File: src/rtl/cy_rr_stream_arbiter_pkg.sv
// Shared definitions for the round-robin stream arbiter.
// Holds the FSM state encoding and a clog2 helper.
package cy_rr_stream_arbiter_pkg;

    typedef enum logic {
        ST_ARB = 1'b0,
        ST_PKT = 1'b1
    } arb_state_t;

    // Elaboration-time ceil(log2(value)); the skid buffer top uses it too.
    function automatic int clog2(input int value);
        int result;
        int v;
        result = 0;
        v = value - 1;
        while (v > 0) begin
            result = result + 1;
            v = v >> 1;
        end
        return result;
    endfunction

endpackage

File: src/rtl/cy_rr_pick.sv
// Combinational round-robin picker: finds the first set request at or after ptr.
// The request vector is doubled and shifted by ptr so the wrap becomes a plain scan.
module cy_rr_pick
    import cy_rr_stream_arbiter_pkg::*;
#(
    parameter int N  = 4,
    parameter int SW = clog2(N)
) (
    input  logic [N-1:0]  req,
    input  logic [SW-1:0] ptr,
    output logic [N-1:0]  gnt_oh,
    output logic [SW-1:0] gnt_idx,
    output logic          any
);

    logic [N-1:0] rotated;
    int           offset;
    int           sum;

    always_comb begin
        rotated = N'({req, req} >> ptr);
        offset  = 0;
        any     = 1'b0;
        // Scan from the top down so the lowest set offset wins.
        for (int i = N - 1; i >= 0; i--) begin
            if (rotated[i]) begin
                offset = i;
                any    = 1'b1;
            end
        end
        sum = int'(ptr) + offset;
        if (sum >= N) begin
            sum = sum - N;
        end
        gnt_idx = SW'(sum);
        gnt_oh  = any ? (N'(1) << gnt_idx) : '0;
    end

endmodule

File: src/rtl/cy_rr_stream_arbiter.sv
// Round-robin arbiter sharing one registered valid/ready byte stream among N requesters.
// Optionally packet-locked: the grant is held until the beat carrying up_last.
module cy_rr_stream_arbiter
    import cy_rr_stream_arbiter_pkg::*;
#(
    parameter int  DW       = 8,
    parameter int  N        = 4,
    parameter int  PKT_MODE = 1,
    localparam int SW       = clog2(N)
) (
    input  logic            i_clk,
    input  logic            i_reset,
    input  logic [N-1:0]    up_val,
    input  logic [N*DW-1:0] up_bus,
    input  logic [N-1:0]    up_last,
    output logic [N-1:0]    up_rdy,
    output logic            dn_val,
    output logic [DW-1:0]   dn_bus,
    output logic            dn_last,
    output logic [SW-1:0]   dn_src,
    input  logic            dn_rdy
);

    arb_state_t    state;
    arb_state_t    state_nxt;
    logic [SW-1:0] ptr;
    logic [SW-1:0] ptr_nxt;
    logic [SW-1:0] lock;
    logic [SW-1:0] lock_nxt;

    logic [N-1:0]  pick_oh;
    logic [SW-1:0] pick_idx;
    logic          pick_any;

    logic [N-1:0]  gnt_oh;
    logic [SW-1:0] gnt_idx;
    logic          gnt_valid;
    logic          space;
    logic          accept;
    logic [DW-1:0] sel_data;
    logic          sel_last;
    logic          end_of_pkt;

    cy_rr_pick #(
        .N  (N),
        .SW (SW)
    ) u_pick (
        .req     (up_val),
        .ptr     (ptr),
        .gnt_oh  (pick_oh),
        .gnt_idx (pick_idx),
        .any     (pick_any)
    );

    // While locked, only the packet owner may be granted; its gaps are bubbles.
    always_comb begin
        gnt_idx   = pick_idx;
        gnt_oh    = pick_oh;
        gnt_valid = pick_any;
        if (state == ST_PKT) begin
            gnt_idx   = lock;
            gnt_oh    = N'(1) << lock;
            gnt_valid = |(up_val & gnt_oh);
        end
    end

    assign space  = !dn_val || dn_rdy;
    assign accept = gnt_valid && space && !i_reset;
    assign up_rdy = accept ? gnt_oh : '0;

    always_comb begin
        sel_data = '0;
        sel_last = 1'b0;
        for (int k = 0; k < N; k++) begin
            if (SW'(k) == gnt_idx) begin
                sel_data = up_bus[k*DW +: DW];
                sel_last = up_last[k];
            end
        end
        end_of_pkt = sel_last || (PKT_MODE == 0);
    end

    always_comb begin
        state_nxt = state;
        ptr_nxt   = ptr;
        lock_nxt  = lock;
        if (accept) begin
            if (end_of_pkt) begin
                state_nxt = ST_ARB;
                ptr_nxt   = (gnt_idx == SW'(N - 1)) ? '0 : gnt_idx + 1'b1;
            end else begin
                state_nxt = ST_PKT;
                lock_nxt  = gnt_idx;
            end
        end
    end

    always_ff @(posedge i_clk or posedge i_reset) begin
        if (i_reset) begin
            state <= ST_ARB;
            ptr   <= '0;
            lock  <= '0;
        end else begin
            state <= state_nxt;
            ptr   <= ptr_nxt;
            lock  <= lock_nxt;
        end
    end

    // Output stage: load on accept, drop valid once drained, hold while stalled.
    always_ff @(posedge i_clk or posedge i_reset) begin
        if (i_reset) begin
            dn_val  <= 1'b0;
            dn_bus  <= '0;
            dn_last <= 1'b0;
            dn_src  <= '0;
        end else if (accept) begin
            dn_val  <= 1'b1;
            dn_bus  <= sel_data;
            dn_last <= end_of_pkt;
            dn_src  <= gnt_idx;
        end else if (dn_rdy) begin
            dn_val  <= 1'b0;
        end
    end

endmodule
File: config.mk
export PLATFORM = sky130hd
export DESIGN_NAME = cy_rr_stream_arbiter
export DESIGN_NICKNAME = d
export VERILOG_FILES = /design/src/rtl/cy_rr_stream_arbiter_pkg.sv /design/src/rtl/cy_rr_pick.sv /design/src/rtl/cy_rr_stream_arbiter.sv
export SDC_FILE = /design/constraint.sdc
export NUM_CORES = 1
export LEC_CHECK = 0
export BUFFER_PORTS_ARGS = -buffer_cell sky130_fd_sc_hd__buf_2
export CAP_MARGIN = 10
export CORE_ASPECT_RATIO = 0.8
export CORE_UTILIZATION = 40
export CTS_CLUSTER_DIAMETER = 50
export CTS_CLUSTER_SIZE = 30
export DETAILED_ROUTE_END_ITERATION = 10
export GPL_ROUTABILITY_DRIVEN = 0
export PLACE_DENSITY_LB_ADDON = 0.2
export SLEW_MARGIN = 20
export SYNTH_ARGS = -nofsm -noshare
export SYNTH_HDL_FRONTEND = slang
export SYNTH_SLANG_ARGS = --single-unit
File: constraint.sdc
create_clock -name i_clk -period 3.6 [get_ports i_clk]
set_input_delay 0.36 -clock i_clk [delete_from_list [all_inputs] [get_ports i_clk]]
set_output_delay 0.36 -clock i_clk [all_outputs]
set_load 0.05 [all_outputs]
-- Yosys cells after proc, flatten, opt, wreduce, memory -nomap -nowiden
Index checks and enable logic that the tools add are counted.
- bits in registers: 17
- bits in latches: 0
- bits in writable memories: 0
- memory bits (read-only): 0
- input port bits: 43
- output and inout port bits: 16
- memories: 0
- $add $sub $neg: 3
- multipliers: 0
- divide/modulo/power cells: 0
- $lt $le $gt $ge: 1
- equal/unequal tests: 4
- shift-type cells: 3
- muxes and demuxes: 26
- bitwise operators: 2
- reduce and logical (&&, ||, !) cells: 10
- operators with widths (kind ; number):
    8-bit two-way mux ; 4
    2-bit two-way mux ; 7
    1-bit two-way mux ; 12
    4-bit two-way mux ; 3
    1-bit by 2-bit << shifter with 4-bit output (first input constant) ; 2
    8-bit by 2-bit right shift with 4-bit output ; 1
    4-bit AND ; 1
    2-bit == test (first input constant) ; 2
    2-bit AND reduction ; 2
    4-bit OR reduction ; 1
    2-bit by 2-bit adder with 3-bit output ; 1
    3-bit >= comparator (second input constant) ; 1
    2-bit by 1-bit adder with 2-bit output (second input constant) ; 1
    1-bit by 2-bit == test with 1-bit output (first input constant) ; 1
    2-bit == test (second input constant) ; 1
    1-bit logical AND ; 2
    1-bit logical NOT ; 2
    2-bit logical NOT ; 1
    2-bit nonzero test ; 1
    2-bit by 1-bit subtractor with 2-bit output (second input constant) ; 1
    1-bit logical OR ; 1
    1-bit NOT ; 1

-- Logic depth before layout (Yosys ltp)
Gate-level depths: netlist of the first run.
- depth after elaboration: 16
- depth in mapped cells: 18
- depth with buffers taken out: 16

-- Cells and area by module
From an unflattened synthesis of the first run, not the netlist that was laid out.
- cell total of the unflattened synthesis: 167
- area, all modules: 1401.3 um^2
- by module, submodules not included (module ; times used ; cells an instance ; area an instance (um^2) ; sequential area each (um^2)):
    cy_rr_stream_arbiter ; 1 ; 129 ; 1139.8 ; 425.4
    cy_rr_pick ; 1 ; 38 ; 261.5 ; 0.0

-- Worst setup path before layout of the first run
OpenSTA, ideal clock, no wires.
- path kind: register to register
- from: register ptr[1]
- to: register ptr[1]
- library setup time: 125 ps
- arrival: 3124 ps
- data required time: 3475 ps
- setup slack: 352 ps
- cell stages (with the launch flop): 18
- buffers on the path: 2
- period minus slack after synthesis: 3248 ps
- path through: dfrtp_1 -> buf_6 -> nand2b_1 -> a21oi_1 -> nor2_1 -> a21oi_1 -> a21oi_1 -> ha_1 -> xnor2_1 -> nor4_1 -> o31a_2 -> ha_1 -> clkbuf_1 -> a21oi_1 -> a221oi_1 -> a21o_1 -> nand2_1 -> mux2_2
- cells in the longest elaborated chain, start to end: 15
- ends and longest elaborated chain (element ; line ; source):
    start, declared ; cy_rr_stream_arbiter.sv:26 ; logic [SW-1:0] ptr;
    start signal, assigned ; cy_rr_stream_arbiter.sv:105 ; ptr <= ptr_nxt;
    8-bit by 2-bit right shift with 4-bit output ; cy_rr_pick.sv:21 ; rotated = N'({req, req} >> ptr);
    2-bit two-way mux (4 in series) ; cy_rr_pick.sv:26 ; if (rotated[i]) begin
    2-bit by 2-bit adder with 3-bit output (*) ; cy_rr_pick.sv:31 ; sum = int'(ptr) + offset;
    3-bit >= comparator or 2-bit by 1-bit subtractor with 2-bit output (tied branches) ; cy_rr_pick.sv:32, cy_rr_pick.sv:33 ;
    2-bit two-way mux (*) ; cy_rr_pick.sv:32 ; if (sum >= N) begin
    2-bit two-way mux (*) ; cy_rr_stream_arbiter.sv:60 ; if (state == ST_PKT) begin
    net gnt_idx[1] ; cy_rr_stream_arbiter.sv:36 ; logic [SW-1:0] gnt_idx;
    2-bit logical NOT ; cy_rr_stream_arbiter.sv:75 ; if (SW'(k) == gnt_idx) begin
    1-bit two-way mux (4 in series) ; cy_rr_stream_arbiter.sv:75 ;
    2-bit AND reduction (no source line) ; - ;
Mark *: on every way through the listed nets, which the timed path passes. The rest lies on a longest branch.
A chain may end at the register's enable or synchronous reset.

-- Worst setup path in the final report of the first run
- from: register ptr[1]
- to: register dn_bus[7]
- cells in the longest elaborated chain, start to end: 14
- ends and longest elaborated chain (element ; line ; source):
    8-bit by 2-bit right shift with 4-bit output ; cy_rr_pick.sv:21 ;
    2-bit two-way mux (4 in series) ; cy_rr_pick.sv:26 ;
    2-bit by 2-bit adder with 3-bit output (*) ; cy_rr_pick.sv:31 ;
    3-bit >= comparator or 2-bit by 1-bit subtractor with 2-bit output (tied branches) ; cy_rr_pick.sv:32, cy_rr_pick.sv:33 ;
    2-bit two-way mux (*) ; cy_rr_pick.sv:32 ;
    2-bit two-way mux (*) ; cy_rr_stream_arbiter.sv:60 ;
    net gnt_idx[1] ; cy_rr_stream_arbiter.sv:36 ;
    2-bit logical NOT ; cy_rr_stream_arbiter.sv:75 ;
    8-bit two-way mux (3 in series) ; cy_rr_stream_arbiter.sv:75 ;
    8-bit two-way mux (*) ; cy_rr_stream_arbiter.sv:75 ;
    end signal, assigned ; cy_rr_stream_arbiter.sv:119 ; dn_bus <= sel_data;
    end, declared ; cy_rr_stream_arbiter.sv:18 ; output logic [DW-1:0] dn_bus,
Marks and branches as above.

==> results.yml, run 1 <==
run_status:
  outcome: "finished, final reports clean"
power_and_ir_drop:
  power.total_uw: 2060
  irDropWorstVdd_v: 0.000548
  power.density_mw_per_mm2: 1160
  p_leak_uw: 0.000883
global_routing:
  grt_overflow: 0
  grt_pass1_vias: 1195
  grt_pass1_wl_um: 5380
  grt_max_degree: 21
  antenna_found_initial: 0
  grt_usage_pct: 19.9
finish:
  drive_gt1_share_pct: 40.4
  final_common_cell: "buf_2"
  fill_cells: 290
  final_cell_mix: "buf_2, a21oi_1, dfrtp_1"
  nets: 267
  diodes: 0
  area_growth_pct: 31.6
clock_network:
  clkTransAtPathRegs_ns: 0.07
  clockBufferDepth: 2
  cts_root_buf: "clkbuf_8"
  clock-sinks: 17
  htree_levels: 1
  ctsHoldBuffers: 0
  cts_inserted_buffers: 3
  clk-insertion-delay-late_ns: 0.25
  cts_tree: "done"
synth:
  muxShareOfSynthArea_pct: 6.29
  synth-simple-area-share_pct: 25.9
  syn-num-nets: 206
  synth_top_family_by_area: "simple AND/OR/NAND/NOR gates"
  yosysTopAreaCell: "dfrtp_1"
  yosys_warnings: 0
  synth_edf_count: 0
  syn_area_mm2: 0.00135
  synth_seq_cells: 17
  postSynth.asyncResetShare_pct: 100
  synth.top_cell.area_share_pct: 31.5
  synthFlopType: "dfrtp_1"
  synth_area_leaders: "dfrtp_1, a21oi_1, a221oi_1"
  synth-seq-area-share_pct: 31.5
  yosysUniqueCellTypes: 40
  synthCells: 158
  synthXorXnorAreaFrac_pct: 0.648
  syn-mean-instance-area_um2: 8.56
  synth_fa_ha_area_share_pct: 4.63
  synth-compound-area-share_pct: 24.6
floorplanning:
  core_area_mm2: 0.00315
  pin_count: 59
  die_w_um: 67.0
  fp.dieH_um: 54.0
  placementRows: 18
  initial_core_util_pct: 42.9
  die-area_mm2: 0.00362
detailed_routing:
  drt_pass1_iterations: 4
  wire_per_inst_um: 14.8
  antenna_left: 0
  drt-total-wl_um: 3820
  avgViaCountPerCell: 5.42
  first_iter_violations: 80
  vias: 1399
  drc_errors: 0
hold_path:
  hp-class: "in2async"
critical_path:
  cp-end-kind: "flop"
  crit_path_start_kind: "flop"
  reg2reg_to: "dn_bus[7]"
  path_max_fanout: 10
  path_cells: "nand2b_1 -> a21oi_1 -> nor2_1 -> a21oi_1 -> a21oi_1 -> ha_1 -> xnor2_2 -> o31a_1 -> o31a_2 -> inv_1 -> ha_1 -> buf_4 -> nor2b_1 -> buf_4 -> a221oi_1 -> nor3_1 -> a21oi_1 -> o21ai_0"
  cp.arrival_ns: 3.59
  path_class: "reg2reg"
  r2r_cells: 18
  cp_slowest_cell: "dfrtp_2"
  crit_top_cell: "a21oi_1"
  r2r-start: "ptr[1]"
  regToRegSetupSlack_ns: 0.12
  required_ns: 3.71
  cpPeakStageDelay_ns: 0.45
flow_run:
  drv_cap: 0
sta:
  clock-skew-final_ns: 0.00350
  slew_viol_final: 0
  finalSetupViolCount: 0
  fmaxAchievable_ghz: 0.287
  rsz0062_at_grt: "true"
  relSlewSlack_pct: 49.2
  hold_viol: 0
  tightest_slew_ns: 0.760
  post-route-period-util_pct: 96.7
  finalWorstPathRequiredPeriod_ns: 3.48
  setup_ws_ns: 0.117
placement:
  place_ws_ns: -0.112
  dp_hpwl_um: 2810
  port_buffers: 58
## kinds of logic after synthesis
family	Yosys count
XOR/XNOR	1
adder cells (fa/ha/maj)	5
multiplexers	6
AO/OA/AOI/OAI	46
buffers and inverters	18
AND/OR/NAND/NOR	65
flip-flops	17
## where the power goes
part / switching [uW] / leakage [uW] / internal [uW]
combinational: 951 / 0.000655 / 588
sequential: 88.6 / 0.000206 / 287
clock: 69.9 / 0.0000217 / 77.9
total: 1110 / 0.000883 / 953
## flip-flops by register name, indices dropped and copies added (netlist names)
name,flops
dn_bus,8
dn_src,2
lock,2
ptr,2
dn_last,1
dn_val,1
state,1
## worst max-delay path, delay by kind of cell (launching register included)
family / cells / cell delay, ns
buffers and inverters: 3 / 0.45
DFF: 1 / 0.45
AOI/OAI and AO/OA: 8 / 1.45
xor gates and xnor gates: 1 / 0.19
and+or+nand+nor: 4 / 0.38
adders and majority gates: 2 / 0.41
## metal layers
layer	share of wire (%)	GRT usage, %	vias up
met2	46	31.0	47
met4	0	2.13	0
met1	48	28.7	656
met3	6.1	4.45	0
met5	0	0	-
li1	-	-	696
## final cells by class
class                      count  area [um^2]  area share [%]
timing repair buffer          66          350            19.7
tap                           40         50.0            2.81
inverter                       8         30.0            1.69
clock inverter                 1         7.51           0.422
multi-input combinational    123          875            49.1
sequential                    17          427            24.0
clock buffer                   3         41.3            2.32
## metrics by stage
step | area [um^2] | hold WS [ns] | cells | setup TNS (ns) | utilization [%]
floorplan | 1350 | 0.286 | 158 | 0 | -
global placement | 1680 | 0.463 | 252 | 0 | 53.3
detailed placement | 1680 | 0.470 | 252 | -0.287 | 53.3
CTS | 1740 | 0.221 | 256 | 0 | 55.0
global route | 1780 | 0.259 | 258 | -0.923 | 56.5
finish | 1780 | 0.197 | 258 | 0 | 56.5
## Yosys cell counts, types with 2 or more instances
cell	n
o211a_1	2
mux2_2	3
nor4_1	2
nand3b_1	2
o21ai_0	8
buf_6	2
a221oi_1	8
a21oi_1	17
clkbuf_1	6
ha_1	5
or2_2	2
or4_1	2
a21o_1	3
nand2b_1	5
nor2b_1	9
nor3_1	11
nand2_1	15
inv_1	8
nor2_1	11
dfrtp_1	17
## worst max path at each step
stage | startpoint | end | slack [ns] | cells after the start
after global routing | ptr[1] | lock[0] | -0.13 | 16
after global placement | up_val[0] | lock[0] | 0.12 | 17
after floorplan | ptr[1] | ptr[1] | 0.35 | 17
final | ptr[1] | dn_bus[7] | 0.12 | 18
after CTS | ptr[1] | lock[0] | 0.06 | 16
after detailed placement | up_val[0] | lock[0] | -0.11 | 17
## what timing repair did
item,4_1_cts,5_1_grt
gates resized for setup,1,5
pin swaps,0,3
setup buffers,0,2
setup endpoints to repair,3,13
Power figures use the tool's default switching activity.
==> run 2, diff against run 1 <==
--- a/config.mk
+++ b/config.mk
@@ -17,4 +17,5 @@
 export SLEW_MARGIN = 20
 export SYNTH_ARGS = -nofsm -noshare
 export SYNTH_HDL_FRONTEND = slang
+export SYNTH_HIERARCHICAL = 1
 export SYNTH_SLANG_ARGS = --single-unit
==> run 2 against run 1 <==
Area after synthesis increased by 3.6%. Die area up 3.5%. Sequential cell count unchanged. Synthesized cell count is 5.7% higher. Clock skew down 0.0011 ns. Combinational power shrank 4%. Maximum frequency rose by 4.8%. Via count down 2.2%. Count of clock-buffer cells in the layout unchanged. Hold slack got worse by 0.086 ns. Non-clock buffer count increased by 1.
==> results.yml, run 2 <==
floorplanning:
  pin_count: 59
  die_w_um: 68.2
  core_area_mm2: 0.00322
  die-area_mm2: 0.00375
  fp.dieH_um: 54.9
  placementRows: 18
  initial_core_util_pct: 43.5
synth:
  synthFlopType: "dfrtp_1"
  postSynth.asyncResetShare_pct: 100
  synth-seq-area-share_pct: 30.4
  syn-num-nets: 215
  yosysUniqueCellTypes: 37
  synth_most_common_cell: "nand2_1"
  yosysTopAreaCell: "dfrtp_1"
  synth_area_leaders: "dfrtp_1, mux2i_1, nand2_1"
  synth_seq_cells: 17
  syn_area_mm2: 0.00140
  ys_top_cells_by_count: "nand2_1, dfrtp_1, a21oi_1, nor2b_1, o21ai_0"
  yosys_warnings: 6
  syn-mean-instance-area_um2: 8.39
  synth_edf_count: 0
  synth.top_cell.area_share_pct: 30.4
  synthCells: 167
critical_path:
  path_max_fanout: 8
  cp.arrival_ns: 3.47
  crit_path_start_kind: "flop"
  cp-end-kind: "flop"
  cpPeakStageDelay_ns: 0.47
  required_ns: 3.74
  r2r_cells: 14
  regToRegSetupSlack_ns: 0.28
  cp_slowest_cell: "dfrtp_1"
  path_cells: "nand2b_1 -> a21oi_1 -> o211ai_1 -> o31a_1 -> ha_1 -> xnor2_2 -> xnor2_1 -> mux2i_2 -> ha_1 -> nor2b_4 -> a22oi_1 -> a21oi_2 -> nand2b_4 -> mux2_4"
  crit_top_cell: "ha_1"
  path_class: "reg2reg"
sta:
  relSlewSlack_pct: 61.6
  setup-tns-final_ns: 0
  tightest_slew_ns: 0.571
  post-route-period-util_pct: 92.3
  clock-skew-final_ns: 0.00236
  fmaxAchievable_ghz: 0.301
  timing.hold.ws_ns: 0.110
  setup_ws_ns: 0.277
  slew_viol_final: 0
  finalWorstPathRequiredPeriod_ns: 3.32
  rsz0062_at_grt: "false"
  finalSetupViolCount: 0
  hold_viol: 0
placement:
  dp_hpwl_um: 2890
  port_buffers: 58
  place_ws_ns: -0.151
clock_network:
  clkTransAtPathRegs_ns: 0.07
  cts_inserted_buffers: 3
  cts_tree: "done"
  clockBufferDepth: 2
  clk-insertion-delay-late_ns: 0.25
  clock-sinks: 17
  cts_root_buf: "clkbuf_8"
  htree_levels: 1
  ctsHoldBuffers: 0
finish:
  fin_util_pct: 55.5
  drive_gt1_share_pct: 37.3
  largest_reg_flops: 8
  fill_cells: 298
  area_growth_pct: 27.6
  nets: 274
  regMostFlops: "dn_bus"
  final_common_cell: "buf_2"
  diodes: 0
  final_cell_mix: "buf_2, nand2_1, dfrtp_1"
global_routing:
  grt_max_degree: 26
  grt_overflow: 0
  grt_usage_pct: 19.7
  antenna_found_initial: 0
  grt_pass1_wl_um: 5360
  grt_pass1_vias: 1155
detailed_routing:
  wire_per_inst_um: 13.6
  drc_errors: 0
  first_iter_violations: 69
  vias: 1368
  antenna_left: 0
  avgViaCountPerCell: 5.16
  drt-total-wl_um: 3590
  drt_pass1_iterations: 4
flow_run:
  drv_cap: 0
hold_path:
  hp-class: "in2async"
power_and_ir_drop:
  irDropWorstVdd_v: 0.000484
  power.density_mw_per_mm2: 1110
  power.total_uw: 1990
  p_leak_uw: 0.000883
run_status:
  outcome: "finished, final reports clean"
[run 2: changes by cell type in the layout (fill, tap and decap cells not counted), moves of 3 or more]
cell     before  now
mux2_2        3    0
mux2_4        1    4
nor2_1       11    6
o21ai_1       0    4
a21o_1        3    0
nand2_1      15   22
mux2i_1       1    8
[run 2: kinds of logic (layout without fill, tap and decap cells)]
kind of cell | count (synthesis) | count (layout) | synth area share [%]
adders and majority gates | 5 | 5 | 4.46
muxes | 13 | 13 | 10.7
xor gates and xnor gates | 3 | 3 | 1.88
AOI/OAI and AO/OA | 47 | 47 | 22.1
and+or+nand+nor | 59 | 59 | 21.6
buffers and inverters | 23 | 81 | 8.84
DFF | 17 | 17 | 30.4
[run 2: final timing paths]
path	from	to
max	ptr[1]	ptr[0]
min	i_reset	dn_src[1]
max reg2reg	ptr[1]	ptr[0]
min reg2reg	dn_src[0]	dn_src[0]
max in group asynchronous	i_reset	lock[1]
min in group i_clk	dn_rdy	dn_val
[run 2: power by group]
part / switching (uW) / internal (uW) / total, uW
sequential: 87.2 / 277 / 364
combinational: 901 / 577 / 1480
clock: 66.7 / 76.9 / 144
[run 2: metal layers]
metal / GRT usage [%] / up-vias / wire length [um]
met2: 30.2 / 41 / 1590
met3: 2.25 / 6 / 150
li1: - / 704 / -
met5: 0 / - / 0
met4: 6.60 / 0 / 47
met1: 28.8 / 617 / 1800
[run 2: layout make-up]
cell class	instances	area [um^2]	share of cell area [%]
Inverter	10	37.5	2.10
Clock inverter	1	5.00	0.280
Clock buffer	3	41.3	2.31
Sequential cell	17	425	23.8
Tap cell	40	50.0	2.80
Multi-Input combinational cell	127	871	48.7
Timing Repair Buffer	67	358	20.0
[run 2: metrics by stage]
| step | cell area (um^2) | cells |
|---|---|---|
| 3_3_place_gp | 1720 | 261 |
| 3_5_place_dp | 1720 | 261 |
| 6_report | 1790 | 265 |
| 5_1_grt | 1790 | 265 |
| 2_1_floorplan | 1400 | 167 |
| 4_1_cts | 1770 | 265 |
[run 2: repair_timing]
action,CTS,global route
setup buffers,0,0
endpoints found under the setup margin,4,10
gates cloned,0,0
endpoints found under the hold margin,0,0
gates resized for setup,1,3
[run 2: worst max-delay path, delay by kind of cell (launching register included)]
| family | cells | cell delay [ns] |
|---|---|---|
| xor gates and xnor gates | 2 | 0.32 |
| adders and majority gates | 2 | 0.46 |
| muxes | 2 | 0.55 |
| and+or+nand+nor | 3 | 0.57 |
| AOI/OAI and AO/OA | 5 | 0.84 |
| DFF | 1 | 0.47 |
